### src/rtl/right_shift_seq.sv
// Multi-cycle right shifter (SRL/SRA): one power-of-two stage per clock,
// largest stage first, under a start/busy/done handshake.
module right_shift_seq #(
  parameter int unsigned WIDTH      = 32,
  parameter int unsigned SHAMT_BITS = 5
) (
  input  logic             clk,
  input  logic             rst,
  input  logic             start,
  input  logic             arith,
  input  logic [WIDTH-1:0] A,
  input  logic [WIDTH-1:0] B,
  output logic             busy,
  output logic             done,
  output logic [WIDTH-1:0] R
);

  localparam int unsigned STAGE_W = (SHAMT_BITS > 1) ? $clog2(SHAMT_BITS) : 1;
  localparam int unsigned POW_W   = SHAMT_BITS + 1;

  typedef enum logic {
    IDLE  = 1'b0,
    SHIFT = 1'b1
  } state_t;

  state_t                 state_q, state_d;
  logic [WIDTH-1:0]       work_q, work_d;
  logic [SHAMT_BITS-1:0]  amt_q, amt_d;
  logic                   fill_q, fill_d;
  logic [STAGE_W-1:0]     stage_q, stage_d;
  logic [WIDTH-1:0]       r_d;
  logic                   busy_d, done_d;

  logic [POW_W-1:0]       step;
  logic [WIDTH-1:0]       fill_mask;
  logic [WIDTH-1:0]       stepped;

  // State and datapath registers; reset drops any operation in flight.
  always_ff @(posedge clk or posedge rst) begin
    if (rst) begin
      state_q <= IDLE;
      work_q  <= '0;
      amt_q   <= '0;
      fill_q  <= 1'b0;
      stage_q <= '0;
      R       <= '0;
      busy    <= 1'b0;
      done    <= 1'b0;
    end else begin
      state_q <= state_d;
      work_q  <= work_d;
      amt_q   <= amt_d;
      fill_q  <= fill_d;
      stage_q <= stage_d;
      R       <= r_d;
      busy    <= busy_d;
      done    <= done_d;
    end
  end

  // Next-state, single shift stage and handshake outputs.
  always_comb begin
    state_d = state_q;
    work_d  = work_q;
    amt_d   = amt_q;
    fill_d  = fill_q;
    stage_d = stage_q;
    r_d     = R;
    busy_d  = busy;
    done_d  = 1'b0;

    // Shift work right by 2^stage, filling vacated high bits with fill.
    step      = POW_W'(1) << stage_q;
    fill_mask = ~({WIDTH{1'b1}} >> step);
    stepped   = (work_q >> step) | (fill_q ? fill_mask : '0);

    case (state_q)
      IDLE: begin
        if (busy) begin
          // Busy while idle means an overflowing shift was accepted last edge.
          r_d    = {WIDTH{fill_q}};
          done_d = 1'b1;
          busy_d = 1'b0;
        end else if (start) begin
          work_d = A;
          amt_d  = B[SHAMT_BITS-1:0];
          fill_d = arith & A[WIDTH-1];
          busy_d = 1'b1;
          if (B[WIDTH-1:SHAMT_BITS] == '0) begin
            state_d = SHIFT;
            stage_d = STAGE_W'(SHAMT_BITS - 1);
          end
        end
      end
      SHIFT: begin
        if (amt_q[stage_q]) begin
          work_d = stepped;
        end
        if (stage_q == '0) begin
          r_d     = work_d;
          done_d  = 1'b1;
          busy_d  = 1'b0;
          state_d = IDLE;
        end else begin
          stage_d = stage_q - STAGE_W'(1);
        end
      end
      default: begin
        state_d = IDLE;
        busy_d  = 1'b0;
      end
    endcase
  end

endmodule

### config.mk
export PLATFORM = sky130hd
export DESIGN_NAME = right_shift_seq
export DESIGN_NICKNAME = d
export VERILOG_FILES = /design/src/rtl/right_shift_seq.sv
export SDC_FILE = /design/constraint.sdc
export NUM_CORES = 1
export LEC_CHECK = 0
export BUFFER_PORTS_ARGS = -buffer_cell sky130_fd_sc_hd__buf_2
export CAP_MARGIN = 20
export CORE_MARGIN = 3
export CORE_UTILIZATION = 60
export CTS_BUF_LIST = sky130_fd_sc_hd__clkbuf_4
export DETAILED_ROUTE_END_ITERATION = 7
export MAX_ROUTING_LAYER = met4
export PLACE_DENSITY = 0.94
export SLEW_MARGIN = 20
export SYNTH_ARGS = -nofsm -noshare
export SYNTH_HDL_FRONTEND = slang
export SYNTH_SLANG_ARGS = --single-unit
export TNS_END_PERCENT = 50
### constraint.sdc
create_clock -name clk -period 2.6 [get_ports clk]
set_input_delay 0.13 -clock clk [delete_from_list [all_inputs] [get_ports clk]]
set_output_delay 0.13 -clock clk [all_outputs]
set_load 0.02 [all_outputs]
==> results.json, run 1 <==
{
  "status": "did not finish",
  "place.gp.congestion": 1.25,
  "cts_buffers": 9,
  "io_buffers": 101,
  "grt_pass1_wl_mm": 56.9,
  "grt-ovfl-total": 1,
  "htree_num_levels": 3,
  "haltStage": "global routing (5_1_grt)",
  "ys_seq_elements": 76,
  "syn_nets": 818,
  "grt_max_degree": 45,
  "die_w_um": 110,
  "track_usage_pct": 65.0,
  "ys_types": 86,
  "dp_hpwl_mm": 17.5,
  "num_rows": 37,
  "synthArstFlopShare_pct": 100,
  "syn_inst": 745,
  "syn-cell-area_um2": 6460,
  "clockRootBuffer": "clkbuf_4",
  "io_pins": 102,
  "die_h_um": 110,
  "yosys_warnings": 0,
  "grt_pass1_vias": 9888,
  "clock-sinks": 76,
  "ys.flop_type": "dfrtp_1",
  "initial_utilization_pct": 62.1,
  "syn_area_per_cell_um2": 8.68,
  "stop_error": "[ERROR GRT-0116] Global routing finished with congestion. Check the congestion regions in the DRC Viewer.",
  "cts_buffer_depth": 2,
  "dp.cells": 977,
  "synth_seq_area_share_pct": 29.4,
  "synth_enable_flop_cells": 0
}
-- cells in the mapped netlist, types with 12 or more instances --
library cell	number	area (µm²)
o211ai_1	12	90.1
dfrtp_1	76	1900
nand2_1	61	229
inv_1	16	60.1
clkbuf_1	33	124
nor2_1	71	267
mux2_2	13	146
mux4_2	17	383
mux2i_1	35	350
nand3_1	15	75.1
o22ai_1	17	106
a21oi_1	49	245
buf_2	24	120
o21ai_0	54	270
-- through the flow --
step,cell area (µm²),setup TNS (ns),worst slack [ns],util (%)
after floorplan,6460,0,0.278,-
after global placement,7330,0,0.0261,70.4
after detailed placement,7330,-1.02,-0.158,70.4
after CTS,7960,0,0.00203,76.4
-- timing repair --
item,CTS
endpoints found under the setup margin,28
cloned,1
hold buffers,39
pin swaps,2
endpoints found under the hold margin,59
setup buffers,4
gates resized for setup,8
-- routing by layer --
layer  global-route usage, %  overflow
met1                    63.9         0
met2                    77.9         1
met3                    53.1         0
met4                    59.5         0
met5                       -         -
-- logic make-up after synthesis --
| logic type | count (synthesis) | synth area share [%] |
|---|---|---|
| AOI/OAI and AO/OA | 271 | 29.8 |
| and+or+nand+nor | 225 | 17.3 |
| buffers and inverters | 101 | 8.46 |
| DFF | 76 | 29.4 |
| muxes | 66 | 14.0 |
| adders and majority gates | 5 | 0.968 |
| xor gates and xnor gates | 1 | 0.136 |
==> run 2: changes to the inputs <==
Settings changed: CORE_UTILIZATION 60 to 40, CTS_BUF_LIST sky130_fd_sc_hd__clkbuf_4 to not set, MAX_ROUTING_LAYER met4 to not set, PLACE_DENSITY 0.94 to not set, PLACE_DENSITY_LB_ADDON set to 0.15.
==> results.json, run 2 <==
{
  "yosys_warnings": 0,
  "syn_inst": 745,
  "holdPathEnd": "fill_q",
  "synth.most_common_cell": "dfrtp_1",
  "grt_pass1_vias": 7120,
  "drc": 0,
  "worstReg2RegEnd": "R[26]",
  "utilization_pct": 55.5,
  "p_switching_mw": 1.60,
  "ys_types": 86,
  "synthTopCellsByArea": "dfrtp_1 29%, mux4_2 5.9%, mux2i_1 5.4%",
  "r2r_start": "stage_q[1]",
  "p_sw_share_pct": 38.3,
  "firstDrtPassIters": 6,
  "synth_enable_flop_cells": 0,
  "track_usage_pct": 31.9,
  "antenna_found_initial": 0,
  "die_w_um": 133,
  "status": "finished with violations",
  "antenna_cells": 0,
  "coreArea_um2": 15500,
  "clock-sinks": 76,
  "cts_buffers": 9,
  "ys_seq_elements": 76,
  "num_rows": 45,
  "tns_ns": -0.000670,
  "slew_viol_final": 0,
  "p_seq_share_pct": 39.1,
  "layoutNonFillerInstCount": 1129,
  "cpPeakStageDelay_ns": 0.41,
  "vias_per_cell": 6.47,
  "ff2ff_path_depth": 11,
  "violations": "setup timing",
  "finalCriticalPeriod_ns": 2.60,
  "grt_pass1_wl_mm": 43.6,
  "fin_crit_sh_pct": 100,
  "finalNetCount": 986,
  "p_leak_nw": 3.73,
  "final_cell_mix": "116 x buf_4, 101 x buf_2, 74 x dfrtp_1",
  "clkSlewWorstSetupHoldPaths_ns": 0.07,
  "ys.flop_type": "dfrtp_1",
  "initial_utilization_pct": 41.7,
  "critical_path_class": "flip-flop to flip-flop",
  "p_int_mw": 2.58,
  "max_cap_violations": 0,
  "setup_slack_ns": -0.000670,
  "clock_latency_ns": 0.34,
  "synthArstFlopShare_pct": 100,
  "die_area_um2": 17700,
  "synth_seq_area_share_pct": 29.4,
  "slowest_stage": "dfrtp_1",
  "via_count": 7301,
  "syn_area_per_cell_um2": 8.68,
  "crit_arrival_ns": 2.83,
  "netlist_top_cells_count": "76 x dfrtp_1, 71 x nor2_1, 61 x nand2_1",
  "finalInstanceArea_um2": 8600,
  "cp_max_fo": 7,
  "fin_total_pwr_mw": 4.18,
  "setup_viol": 1,
  "fin_skew_ns": 0.00809,
  "crit_required_ns": 2.83,
  "start_kind": "flip-flop",
  "path_buf_inv": 4,
  "syn-cell-area_um2": 6460,
  "r2r_setup_slack_ns": -0.0007,
  "syn_nets": 818,
  "dp_hpwl_mm": 21.9,
  "fmax_mhz": 385,
  "clockRootBuffer": "clkbuf_16",
  "top_regs": "R (32), work_q (32), amt_q (5)",
  "clock_power_share_pct": 29.5,
  "wl_mm": 29.4,
  "drtAntennaViolNets": 0,
  "critPathTopFamily": "compound AO/OA/AOI/OAI gates",
  "min-delay-start": "arith",
  "crit_chain": "inv_2, ha_4, buf_6, nand2b_4, buf_6, buf_4, mux2_4, a22oi_2, o221ai_2, a221oi_2, nor2_1",
  "pwr-share-comb_pct": 31.4,
  "die_h_um": 133,
  "synth_top_area_cell": "dfrtp_1",
  "htree_num_levels": 3,
  "final_common_cell": "buf_4",
  "syn2layout_area_growth_pct": 33.0,
  "cts_tree": "built",
  "place.gp.congestion": 1.04,
  "drive_gt1_share_pct": 38.6,
  "hold_viol": 0,
  "min-delay-path-class": "primary input to flip-flop",
  "synth_top_area_share_pct": 29.4,
  "vdd_drop_max_mv": 0.378,
  "power_density_nw_per_um2": 486,
  "drtIter0Drc": 1024,
  "io_pins": 102,
  "grt_max_degree": 63,
  "endpoint_kind": "flip-flop",
  "rsz0062_at_grt": "yes",
  "whs_path_depth": 3,
  "slew_headroom_pct": 59.1,
  "worst_pin_slew_ns": 0.613,
  "dp.cells": 1094,
  "io_buffers": 101,
  "grt-ovfl-total": 0,
  "cts_buffer_depth": 2,
  "placed_area_um2": 7810,
  "crit_top_cell": "buf_6",
  "post_drt_wl_per_cell_um": 26.0
}
[run 2: what timing repair did]
action / 4_1_cts / 5_1_grt
cloned: 0 / 3
hold endpoints to repair: 36 / 0
hold buffers: 6 / 0
pin swaps: 4 / 24
setup buffers: 0 / 10
resized for setup: 14 / 52
endpoints found under the setup margin: 30 / 58
[run 2: power by group through the flow]
stage,Combinational [mW],Clock [mW],Sequential [mW]
CTS,1.26,1.24,1.61
global placement,1.22,0,1.62
global route,1.40,1.30,1.64
floorplan,0.650,0,1.59
finish,1.31,1.23,1.63
detailed placement,1.22,0,1.63
[run 2: per-layer routing]
metal / track usage [%] / part of all wire [%] / wire length (µm) / up-vias
met5: 0 / 0 / 0 / -
met1: 47.1 / 43 / 12500 / 3591
met3: 5.70 / 9.8 / 2890 / 72
met2: 47.0 / 44 / 12900 / 482
li1: - / - / - / 3156
met4: 11.4 / 3.6 / 1070 / 0
[run 2: cell type report]
cell class	instances	area, µm²
fill	1440	6890
multi-input combinational	568	4290
sequential	76	1900
timing repair buffer	241	1790
tap	211	264
clock buffer	9	225
inverter	17	67.6
clock inverter	7	57.6
[run 2: logic make-up after synthesis]
group / share of synthesized area (%)
DFF: 29.4
AOI/OAI and AO/OA: 29.8
adders and majority gates: 0.968
buffers and inverters: 8.46
muxes: 14.0
and+or+nand+nor: 17.3
xor gates and xnor gates: 0.136
[run 2: per-stage QoR]
step	hold slack, ns	setup slack [ns]
2_1_floorplan	0.235	0.278
3_3_place_gp	0.204	-0.190
3_5_place_dp	0.216	-0.183
4_1_cts	0.0349	-0.0284
5_1_grt	0.0635	-0.0607
6_report	0.0406	-0.000670
[run 2: tightest hold or removal path, delay by kind of cell]
family                 cells  cell delay (ns)
buffers and inverters      1             0.08
AND/OR/NAND/NOR            2             0.14
[run 2: worst max-delay path by stage]
stage               startpoint          to  slack, ns  depth (start not counted)
floorplan           stage_q[0]   work_q[1]       0.28                          9
detailed placement  stage_q[1]  work_q[13]      -0.18                         11
finish              stage_q[1]       R[26]    -0.0007                         11
global route        stage_q[1]  work_q[17]      -0.06                         10
CTS                 stage_q[1]       R[10]      -0.03                         10
global placement    stage_q[1]  work_q[13]      -0.19                         11
No activity file was read; power rests on OpenSTA's default activity.
==> run 3: changes to the inputs <==
Settings changed: CAP_MARGIN 20 to 30, MAX_ROUTING_LAYER set to met4.
==> results.json, run 3 (synthesis results as in run 2) <==
{
  "io_buffers": 101,
  "die_h_um": 133,
  "finalNetCount": 985,
  "slew_viol_final": 0,
  "drc": 0,
  "crit_chain": "inv_2, ha_2, buf_6, nor3b_2, buf_4, buf_4, a22o_1, a211oi_1, buf_4, o22ai_1, nor3_1, o32a_1",
  "die_area_um2": 17700,
  "die_w_um": 133,
  "finalInstanceArea_um2": 8380,
  "via_count": 7167,
  "status": "complete, no violations",
  "cts_buffers": 9,
  "fin_skew_ns": 0.00989,
  "place.gp.congestion": 1.01,
  "antenna_cells": 0,
  "worst_pin_slew_ns": 0.634,
  "grt_max_degree": 77,
  "multi_input_area_um2": 4140,
  "track_usage_pct": 33.3,
  "cts_tree": "built",
  "final_cell_mix": "120 x buf_4, 101 x buf_2, 75 x dfrtp_1",
  "n_fill_cell": 1453,
  "vdd_drop_max_mv": 0.306,
  "clkSlewWorstSetupHoldPaths_ns": 0.07,
  "grt_pass1_vias": 7007,
  "io_pins": 102,
  "critical_path_class": "flip-flop to flip-flop",
  "htree_num_levels": 3,
  "endpoint_kind": "flip-flop",
  "wl_mm": 28.9,
  "p_leak_nw": 3.68,
  "fin_crit_sh_pct": 97.9,
  "cts_buffer_depth": 2,
  "top_regs": "R (32), work_q (32), amt_q (5)",
  "drive_gt1_share_pct": 36.1,
  "cp_max_fo": 10,
  "setup_slack_ns": 0.0548,
  "cpPeakStageDelay_ns": 0.42,
  "clockRootBuffer": "clkbuf_16",
  "slew_headroom_pct": 57.8,
  "firstDrtPassIters": 7,
  "post_drt_wl_per_cell_um": 25.6,
  "utilization_pct": 54.1,
  "start_kind": "flip-flop",
  "fmax_mhz": 393,
  "crit_required_ns": 2.89,
  "initial_utilization_pct": 41.7,
  "hold_viol": 0,
  "path_buf_inv": 5,
  "num_rows": 45,
  "max_cap_violations": 0,
  "vias_per_cell": 6.35,
  "dp_slack_ns": -0.176,
  "tns_ns": 0,
  "clock-sinks": 76,
  "crit_top_cell": "buf_4",
  "rsz0062_at_grt": "yes",
  "dp_hpwl_mm": 22.2,
  "setup_viol": 0,
  "fin_total_pwr_mw": 4.22,
  "grt_pass1_wl_mm": 43.8,
  "placed_area_um2": 7810,
  "drtAntennaViolNets": 0,
  "critPathTopFamily": "buffers and inverters",
  "coreArea_um2": 15500,
  "min-delay-path-class": "primary input to flip-flop",
  "finalCriticalPeriod_ns": 2.55,
  "drtIter0Drc": 853,
  "crit_arrival_ns": 2.84,
  "syn2layout_area_growth_pct": 29.6,
  "slowest_stage": "dfrtp_1",
  "grt-ovfl-total": 0,
  "final_common_cell": "buf_4",
  "clock_latency_ns": 0.36,
  "final-seq-area_um2": 1900,
  "antenna_found_initial": 0,
  "power_density_nw_per_um2": 504
}
## run 3: tightest hold or removal path: cells and delay by family
family	cells	cell delay (ns)
simple gates	2	0.12
buf+inv	1	0.08
## run 3: area by class of cell
type / instances / share of cell area, %
clock buffers: 9 / 2.69
repair buffers: 240 / 20.3
clock inverters: 7 / 0.956
multi-input cells: 568 / 49.4
flip-flops and latches: 76 / 22.7
inverters: 17 / 0.777
well taps: 211 / 3.15
## run 3: path summary, 6_finish.rpt
check | slack, ns | depth (start not counted) | from | end
worst max-delay path | 0.05 | 12 | stage_q[1] | R[9]
worst min-delay path | 0.008 | 3 | arith | fill_q
worst max register to register | 0.05 | 12 | stage_q[1] | R[9]
worst min register to register | 0.47 | 2 | amt_q[1] | amt_q[1]
max in group asynchronous | 1.83 | 4 | rst | state_q
min in group asynchronous | 0.38 | 4 | rst | R[27]
## run 3: per-layer routing
metal | global-route usage (%) | vias up | part of all wire [%]
met4 | 11.7 | 0 | 3.4
met3 | 6.12 | 56 | 8.3
met2 | 46.0 | 392 | 43
met1 | 48.8 | 3563 | 45
met5 | - | - | 0
li1 | - | 3156 | -
## run 3: through the flow
stage                     std cells  hold WS [ns]
after floorplan                 745         0.235
final                          1128       0.00801
after global routing           1128        0.0418
after CTS                      1122       0.00768
after detailed placement       1099         0.247
after global placement         1099         0.237
## run 3: report_power, final
group,internal [mW],switching (mW),total (mW)
Sequential,1.35,0.278,1.62
Clock,0.760,0.587,1.35
Combinational,0.542,0.707,1.25
## run 3: what timing repair did
| action | in CTS | in global routing |
|---|---|---|
| resized for setup | 9 | 24 |
| pin swaps | 3 | 10 |
| hold endpoints to repair | 81 | 0 |
| setup buffers | 1 | 5 |
| gates cloned | 0 | 1 |
| endpoints found under the setup margin | 18 | 39 |
| hold buffers | 6 | 0 |
==> run 4: changes to the inputs <==
Settings changed: RECOVER_POWER set to 50.
==> results.json, run 4 (synthesis results as in run 2) <==
{
  "slew_viol_final": 77,
  "min-delay-path-class": "primary input to flip-flop",
  "multi_input_area_um2": 4140,
  "vdd_drop_max_mv": 0.307,
  "r2r_start": "stage_q[1]",
  "finalInstanceArea_um2": 8340,
  "fmax_mhz": 392,
  "power_density_nw_per_um2": 504,
  "worst_pin_slew_ns": 1.75,
  "min-delay-start": "arith",
  "cts_tree": "built",
  "utilization_pct": 53.9,
  "start_kind": "flip-flop",
  "ff2ff_path_depth": 10,
  "io_buffers": 101,
  "finalCriticalPeriod_ns": 2.55,
  "grt_pass1_wl_mm": 43.8,
  "post_drt_wl_per_cell_um": 25.6,
  "crit_arrival_ns": 2.78,
  "critical_path_class": "flip-flop to flip-flop",
  "grt-ovfl-total": 0,
  "crit_chain": "inv_2, ha_2, buf_4, and3b_2, o2bb2ai_1, a211oi_1, buf_4, o22ai_1, nor3_1, or3_1",
  "crit_top_cell": "buf_4",
  "holdPathEnd": "fill_q",
  "crit_required_ns": 2.83,
  "final_cell_mix": "120 x buf_4, 88 x buf_2, 75 x dfrtp_1",
  "clkSlewWorstSetupHoldPaths_ns": 0.07,
  "syn2layout_area_growth_pct": 29.1,
  "r2r_setup_slack_ns": 0.05,
  "firstDrtPassIters": 5,
  "top_regs": "R (32), work_q (32), amt_q (5)",
  "path_buf_inv": 3,
  "wl_mm": 28.9,
  "final_common_cell": "buf_4",
  "max_cap_violations": 1,
  "status": "finished with violations",
  "initial_utilization_pct": 41.7,
  "rsz0062_at_grt": "yes",
  "drtIter0Drc": 907,
  "vias_per_cell": 6.38,
  "clockRootBuffer": "clkbuf_16",
  "clock-sinks": 76,
  "clock_latency_ns": 0.36,
  "final-seq-area_um2": 1900,
  "placed_area_um2": 7810,
  "grt_pass1_vias": 7007,
  "die_h_um": 133,
  "io_pins": 102,
  "num_rows": 45,
  "antenna_found_initial": 0,
  "cp_max_fo": 13,
  "dp_hpwl_mm": 22.2,
  "track_usage_pct": 33.3,
  "finalNetCount": 985,
  "drive_gt1_share_pct": 34.6,
  "whs_path_depth": 3,
  "p_leak_nw": 3.63,
  "violations": "capacitance limit, slew limit",
  "cts_buffer_depth": 2,
  "htree_num_levels": 3,
  "grt_max_degree": 77,
  "via_count": 7193,
  "slew_headroom_pct": -16.4,
  "drc": 0,
  "drtAntennaViolNets": 0,
  "fin_skew_ns": 0.0107,
  "cpPeakStageDelay_ns": 0.42,
  "coreArea_um2": 15500,
  "place.gp.congestion": 1.01,
  "slowest_stage": "dfrtp_1",
  "fin_crit_sh_pct": 98.2,
  "hold_viol": 0,
  "cts_buffers": 9,
  "worstReg2RegEnd": "work_q[9]",
  "critPathTopFamily": "simple AND/OR/NAND/NOR gates",
  "setup_viol": 0,
  "n_fill_cell": 1465,
  "endpoint_kind": "flip-flop",
  "die_area_um2": 17700,
  "die_w_um": 133,
  "antenna_cells": 0
}
run 4: cell type report:
cell class | count | area share, %
Sequential cell | 76 | 22.8
Clock inverter | 7 | 0.960
Multi-Input combinational cell | 568 | 49.6
Clock buffer | 9 | 2.70
Inverter | 17 | 0.780
Timing Repair Buffer | 240 | 20.0
Tap cell | 211 | 3.16
run 4: worst max path at each step:
stage / slack, ns / end / depth (start not counted) / from
CTS: -0.003 / R[19] / 11 / stage_q[0]
floorplan: 0.28 / work_q[1] / 9 / stage_q[0]
finish: 0.05 / work_q[9] / 10 / stage_q[1]
detailed placement: -0.18 / R[2] / 11 / stage_q[1]
global route: -0.09 / R[9] / 12 / stage_q[1]
global placement: -0.16 / work_q[19] / 11 / stage_q[0]
run 4: power breakdown:
group          leakage, nW  switching, mW  internal, mW
logic                 2.57          0.707         0.529
registers            0.908          0.280          1.35
clock network        0.149          0.584         0.760
total                 3.63           1.57          2.63
run 4: routing by layer:
layer | routed length (µm) | vias to the layer above | global-route usage [%]
met5 | 0 | - | -
li1 | - | 3159 | -
met3 | 2390 | 53 | 6.12
met4 | 949 | 0 | 11.7
met2 | 12500 | 405 | 46.0
met1 | 13100 | 3576 | 48.8
run 4: worst min-delay path: stages:
cell,delay [ns]
buf_2,0.08
nand3_1,0.06
nand2_1,0.06
run 4: stage by stage:
stage                     setup WS, ns  cells  power [mW]  hold slack [ns]  setup TNS (ns)
after CTS                     -0.00255   1122        4.18          0.00768        -0.00300
after detailed placement        -0.176   1099        2.83            0.247          -0.752
final                           0.0474   1128        4.21           0.0111               0
after global placement          -0.164   1099        2.82            0.237          -0.787
after global routing           -0.0903   1128        4.39           0.0418          -0.225
after floorplan                  0.278    745        2.24            0.235               0
run 4: what timing repair did:
action / in CTS / in global routing
buffers inserted: 1 / 5
hold buffers: 6 / 0
resized for setup: 9 / 24
endpoints found under the hold margin: 81 / 0
gates cloned: 0 / 1
setup endpoints to repair: 18 / 39
pin swaps: 3 / 10
